File: config.mk
export PLATFORM = sky130hd
export DESIGN_NAME = wbgpio_ctl
export DESIGN_NICKNAME = d
export VERILOG_FILES = /design/src/rtl/wbgpio_ctl.sv
export SDC_FILE = /design/constraint.sdc
export NUM_CORES = 1
export LEC_CHECK = 0
export ABC_AREA = 0
export CORE_MARGIN = 2
export CORE_UTILIZATION = 25
export CTS_CLUSTER_SIZE = 8
export DETAILED_ROUTE_END_ITERATION = 7
export MAX_ROUTING_LAYER = met4
export SLEW_MARGIN = 10
export SYNTH_ARGS = -nofsm -noshare
export SYNTH_HDL_FRONTEND = slang
export SYNTH_SLANG_ARGS = --single-unit
File: constraint.sdc
create_clock -name i_clk -period 1.85 [get_ports i_clk]
set_input_delay 0.185 -clock i_clk [delete_from_list [all_inputs] [get_ports i_clk]]
set_output_delay 0.185 -clock i_clk [all_outputs]
set_load 0.1 [all_outputs]
File: src/rtl/wbgpio_ctl.sv
// Wishbone GPIO controller: OUT/SET/CLR/DIR registers plus synchronised inputs
// with per-pin rise/fall interrupt enables and a sticky write-one-to-clear status.
module wbgpio_ctl #(
   parameter int             NIO         = 16,
   parameter logic [NIO-1:0] DEFAULT_OUT = '0,
   parameter logic [NIO-1:0] DEFAULT_DIR = '0
) (
   input  logic           i_clk,
   input  logic           i_reset,
   input  logic           i_wb_cyc,
   input  logic           i_wb_stb,
   input  logic           i_wb_we,
   input  logic [2:0]     i_wb_addr,
   input  logic [31:0]    i_wb_data,
   input  logic [3:0]     i_wb_sel,
   output logic           o_wb_stall,
   output logic           o_wb_ack,
   output logic [31:0]    o_wb_data,
   input  logic [NIO-1:0] i_gpio,
   output logic [NIO-1:0] o_gpio,
   output logic [NIO-1:0] o_gpio_oe,
   output logic           o_int
);

   typedef enum logic [2:0] {
      A_IN   = 3'd0,
      A_OUT  = 3'd1,
      A_SET  = 3'd2,
      A_CLR  = 3'd3,
      A_DIR  = 3'd4,
      A_RISE = 3'd5,
      A_FALL = 3'd6,
      A_ISR  = 3'd7
   } addr_e;

   logic [NIO-1:0] out_q, out_d;
   logic [NIO-1:0] dir_q, dir_d;
   logic [NIO-1:0] rise_en_q, rise_en_d;
   logic [NIO-1:0] fall_en_q, fall_en_d;
   logic [NIO-1:0] isr_q, isr_d;
   logic [NIO-1:0] sync1_q, sync1_d;
   logic [NIO-1:0] sync2_q, sync2_d;
   logic [NIO-1:0] sync3_q, sync3_d;
   logic [1:0]     warm_q, warm_d;
   logic           ack_q, ack_d;
   logic           int_q, int_d;
   logic [31:0]    rdata_q, rdata_d;

   logic           req;
   logic           wr;
   addr_e          addr;
   logic [31:0]    byte_mask;
   logic [NIO-1:0] wmask;
   logic [NIO-1:0] wdata;
   logic [NIO-1:0] w1c;
   logic [NIO-1:0] ev_rise;
   logic [NIO-1:0] ev_fall;
   logic           warmed;
   logic           unused_bits;

   assign unused_bits = ^{i_wb_data, byte_mask};

   // NOTE: every signal assigned in this block gets a default first, so no latch is inferred.
   always_comb begin
      req  = i_wb_stb & i_wb_cyc;
      wr   = req & i_wb_we;
      addr = addr_e'(i_wb_addr);

      for (int i = 0; i < 32; i++) byte_mask[i] = i_wb_sel[i/8];
      wmask = byte_mask[NIO-1:0];
      wdata = i_wb_data[NIO-1:0];

      out_d     = out_q;
      dir_d     = dir_q;
      rise_en_d = rise_en_q;
      fall_en_d = fall_en_q;
      w1c       = '0;

      if (wr) begin
         case (addr)
            A_OUT:   out_d     = (out_q & ~wmask) | (wdata & wmask);
            A_SET:   out_d     = out_q | (wdata & wmask);
            A_CLR:   out_d     = out_q & ~(wdata & wmask);
            A_DIR:   dir_d     = (dir_q & ~wmask) | (wdata & wmask);
            A_RISE:  rise_en_d = (rise_en_q & ~wmask) | (wdata & wmask);
            A_FALL:  fall_en_d = (fall_en_q & ~wmask) | (wdata & wmask);
            A_ISR:   w1c       = wdata & wmask;
            default: ;
         endcase
      end

      sync1_d = i_gpio;
      sync2_d = sync1_q;
      sync3_d = sync2_q;

      // Reset-zeroed stages would look like edges; hold them off until the pipe is full.
      warmed  = (warm_q == 2'd3);
      warm_d  = warmed ? warm_q : warm_q + 2'd1;
      ev_rise = warmed ? (sync2_q & ~sync3_q & rise_en_q) : '0;
      ev_fall = warmed ? (~sync2_q & sync3_q & fall_en_q) : '0;

      // New events are OR-ed in after the clear, so an event beats a same-cycle W1C.
      isr_d = (isr_q & ~w1c) | ev_rise | ev_fall;
      int_d = |isr_q;
      ack_d = req;

      rdata_d = rdata_q;
      if (req) begin
         case (addr)
            A_IN:    rdata_d = 32'(sync2_q);
            A_OUT:   rdata_d = 32'(out_q);
            A_DIR:   rdata_d = 32'(dir_q);
            A_RISE:  rdata_d = 32'(rise_en_q);
            A_FALL:  rdata_d = 32'(fall_en_q);
            A_ISR:   rdata_d = 32'(isr_q);
            default: rdata_d = '0;
         endcase
      end
   end

   // NOTE: sequential state uses non-blocking assignments so all flops update together.
   always_ff @(posedge i_clk) begin
      if (i_reset) begin
         out_q     <= DEFAULT_OUT;
         dir_q     <= DEFAULT_DIR;
         rise_en_q <= '0;
         fall_en_q <= '0;
         isr_q     <= '0;
         sync1_q   <= '0;
         sync2_q   <= '0;
         sync3_q   <= '0;
         warm_q    <= '0;
         ack_q     <= 1'b0;
         int_q     <= 1'b0;
         rdata_q   <= '0;
      end else begin
         out_q     <= out_d;
         dir_q     <= dir_d;
         rise_en_q <= rise_en_d;
         fall_en_q <= fall_en_d;
         isr_q     <= isr_d;
         sync1_q   <= sync1_d;
         sync2_q   <= sync2_d;
         sync3_q   <= sync3_d;
         warm_q    <= warm_d;
         ack_q     <= ack_d;
         int_q     <= int_d;
         rdata_q   <= rdata_d;
      end
   end

   assign o_wb_stall = 1'b0;
   assign o_wb_ack   = ack_q;
   assign o_wb_data  = rdata_q;
   assign o_gpio     = out_q;
   assign o_gpio_oe  = dir_q;
   assign o_int      = int_q;

endmodule

==> After elaboration in Yosys (flattened, before gate mapping) <==
Cells that the tools add are included.
{ "word_totals": {"regBits": 164, "input_bits": 60, "word_cells": 59} }
{ "classes": {"addsub": 1, "n_eq_ne": 8, "n_mux": 6, "n_bitwise": 25, "reduce_logical": 7} }
{ "op_table": {"columns": ["operator", "count"], "rows": [
  ["16-bit bitwise AND", 11],
  ["16-bit OR", 7],
  ["16-bit case mux with 6 select lines", 1],
  ["16-bit NOT", 5],
  ["16-bit two-way mux", 4],
  ["16-bit case mux with 3 select lines", 1],
  ["16-bit OR reduction", 1],
  ["3-bit equality test, second input constant", 4],
  ["2-bit AND reduction", 4],
  ["3-bit by 2-bit equality test with 1-bit output, second input constant", 2],
  ["3-bit by 1-bit equality test with 1-bit output, second input constant", 1],
  ["3-bit zero test", 1],
  ["3-bit nonzero test", 1],
  ["2-bit by 1-bit adder with 2-bit output, second input constant", 1],
  ["1-bit bitwise AND", 2],
  ["2-bit equality test, second input constant", 1]
]} }

==> Depth between registers and ports, before layout <==
{ "logic_depth": {"ltp_word": 7, "mapped_depth": 7, "ltp_nobuf": 4} }

==> Worst setup path after synthesis <==
Ideal clock, no wire load.
{ "synth_path": {"path_kind": "register to register", "start": "register with a tool-made name", "end": "register rdata_q[14], in the netlist o_wb_data[14]", "setup_ns": 0.070, "t_arrival_ns": 1.739, "slack_ns": 0.040, "stages_incl_launch_ff": 5, "path_buffers": 0, "path_cell_list": "dfxtp_1 mux2_2 a221oi_1 or3_1 a21oi_1"} }
{ "synth_lines": {"columns": ["item", "line", "text"], "rows": [
  ["end signal, assigned", "148", "rdata_q <= rdata_d;"],
  ["end, declared", "47", "logic [31:0] rdata_q, rdata_d;"]
]} }

==> Worst setup path after layout <==
{ "layout_path": {"start": "input port i_wb_addr[1]", "end": "register rdata_q[14], in the netlist o_wb_data[14]"} }
{ "layout_between": {"elab_chain_cells": 2} }
{ "layout_rtl": {"columns": ["item", "line", "text"], "rows": [
  ["start, declared", "13", "input logic [2:0] i_wb_addr,"],
  ["3-bit equality test (tied with other cells)", "109", "case (addr)"],
  ["16-bit case mux with 6 select lines (*)", "109", null]
]} }
Every way passes the cells marked *; elsewhere a longest branch is shown, timed or not.
A chain may end at the register's enable or synchronous reset.

==> flow_summary.yaml <==
layout:
  finalInstanceArea_um2: 8210
  drive_gt1_share_pct: 21.9
  fin_nets: 852
  diodes: 0
  syn2layout_area_growth_pct: 30.9
sta:
  slew_viol_final: 0
  hold_slack_ps: 32.6
  rsz0062_at_grt: "no"
  setup_ws_ps: 297
  worst_pin_slew_ps: 752
  setup_violations: 0
  clock.fmax_mhz: 644
  setup_tns_ps: 0
  min_period_ps: 1550
  hold_viol: 0
  max-slew-margin-rel_pct: 49.9
  finClkSkew_ps: 9.33
  post-route-period-util_pct: 84.0
die:
  num_rows: 57
  die_w_um: 162
  start_util_pct: 25.6
  core-area_um2: 24500
  die_area_um2: 26400
  ios: 127
  die_h_um: 162
setup_path:
  critPathMaxFanout: 22
  arrival_ps: 1810
  critPathLaunchType: "primary input"
  cp-end-kind: "flop"
  r2r_cells: 4
  required_ps: 2110
  critPathKind: "primary input to flop"
logic_synthesis:
  synth.largest_area_cell: "dfxtp_1"
  synth.distinct_cells: 40
  yosys_register_bits: 148
  synth.area.top_cells: "dfxtp_1 47%, mux2i_1 5.4%, nor2b_1 5.4%"
  netlist_area_um2: 6270
  yosysTopAreaCellShare_pct: 47.3
  syn_inst: 674
  synthFlopType: "dfxtp_1"
  synth-edff-count: 0
  syn_area_per_cell_um2: 9.30
  synthMostInstantiatedCell: "dfxtp_1"
  synthArstFlopShare_pct: 0
  ys_top_cells_by_count: "148 x dfxtp_1, 82 x nand2_1, 66 x o21ai_0, 54 x nor2b_1, 45 x a21oi_1"
  yosysWarnings: 0
  synth-seq-area-share_pct: 47.3
detailed_routing:
  drc: 0
  viasPerCell: 4.52
  final_antenna_net_count: 0
  drtIter0Drc: 397
  firstDrtPassIters: 5
  wl_per_cell_um: 15.8
  vias: 5090
  finalWirelength_um: 17800
grt:
  grt_max_degree: 71
  antenna_found_initial: 0
  grt_use_total_pct: 14.0
  grt_pass1_wl_um: 27800
  first_global_vias: 4867
  globalRouteOverflowTotal: 0
clock_network:
  post_cts_resized: 0
  clkTransAtPathRegs_ps: 60
  cts-hold-fix-buffers: 0
  cts-htree-levels: 4
  cts-root-buf: "clkbuf_16"
  post_cts_buffers: 0
  clock_sinks: 148
  cts_tree: "built"
  insertion_delay_ps: 410
  cts_buffers: 17
  clk_path_buf_depth: 2
placed_design:
  gp_congestion: 0.843
  place_area_um2: 7650
  pre_cts_slack_ps: -72.8
  dp_hpwl_um: 13300
  io_buffers: 91
pwr:
  total_power_mw: 7.38
  peakVddDrop_mv: 0.588
  p_per_area_nw_per_um2: 899
  p_leak_nw: 3.03
worst_hold_path:
  hp-class: "primary input to flop"
  whs_path_depth: 2
run_status:
  status: "finished clean"
flow_run:
  maxCapViolations: 0
[report_power, final]
part	total [mW]	switching (mW)	internal (mW)
clock network	3.25	1.34	1.92
logic	0.833	0.563	0.270
registers	3.30	0.0392	3.26
total	7.38	1.94	5.44
[worst paths after layout]
| check | to | slack [ps] | startpoint |
|---|---|---|---|
| setup / recovery | o_wb_data[14] | 300 | i_wb_addr[1] |
| setup reg to reg | o_wb_data[13] | 570 | flop |
| hold reg to reg | sync2_q[0] | 440 | sync1_q[0] |
| hold / removal | o_wb_data[5] | 30 | i_reset |
[layout make-up]
type / instances / area, um2
Clock inverter: 12 / 105
Inverter: 11 / 41.3
Sequential cell: 148 / 2960
Timing Repair Buffer: 145 / 1290
Tap cell: 324 / 405
Multi-Input combinational cell: 468 / 2950
Clock buffer: 19 / 453
Fill cell: 2488 / 16300
[cells by family (layout without fill, tap and decap cells)]
kind of cell	Yosys count	count (layout)	synth area share (%)
other cells	1	17	0.0598
buf+inv	74	187	6.65
mux	62	62	10.6
xor+xnor	2	2	0.279
simple gates	216	216	18.2
flops	148	148	47.3
compound gates	170	170	16.7
fa+ha+maj	1	1	0.200
[through the flow]
step                      utilization (%)  std cells
after global routing                 33.6       1127
after floorplan                         -        690
after detailed placement             31.3       1096
final                                33.6       1127
after global placement               31.3       1096
after CTS                            33.6       1127
[cells in the final DEF, fill, tap and decap left out, drive strengths merged]
master / instances
inv: 14
xnor2: 1
nand2: 83
ha: 1
clkdlybuf4s50: 40
and2: 2
mux2i: 34
nand2b: 2
bufinv: 1
nor4: 4
mux4: 1
o31ai: 8
a221oi: 28
clkinvlp: 2
clkinv: 6
a41oi: 1
buf: 105
mux2: 27
nor3: 4
a31oi: 1
or3: 5
dfxtp: 148
nand3b: 17
nand3: 1
conb: 17
or4: 1
nand4: 2
xor2: 1
a221o: 1
nor2b: 54
nor2: 41
o21ai: 69
a21oi: 45
a22oi: 4
o32ai: 13
clkbuf: 19
[worst max-delay path, stage by stage]
cell and delay (ps):
clkdlybuf4s50_1 500, buf_12 190, nor2_2 60, buf_4 180, buf_12 140, a221oi_1 320, or3_1 160, a21oi_1 50
[routing by layer]
| metal | share of wire (%) | GRT usage [%] | vias up |
|---|---|---|---|
| met5 | 0 | - | - |
| met4 | 1.6 | 4.63 | 0 |
| met3 | 6.1 | 3.59 | 15 |
| met2 | 42 | 19.6 | 141 |
| met1 | 50 | 19.5 | 2359 |
| li1 | - | - | 2575 |
(Power assumes the default switching activity.)
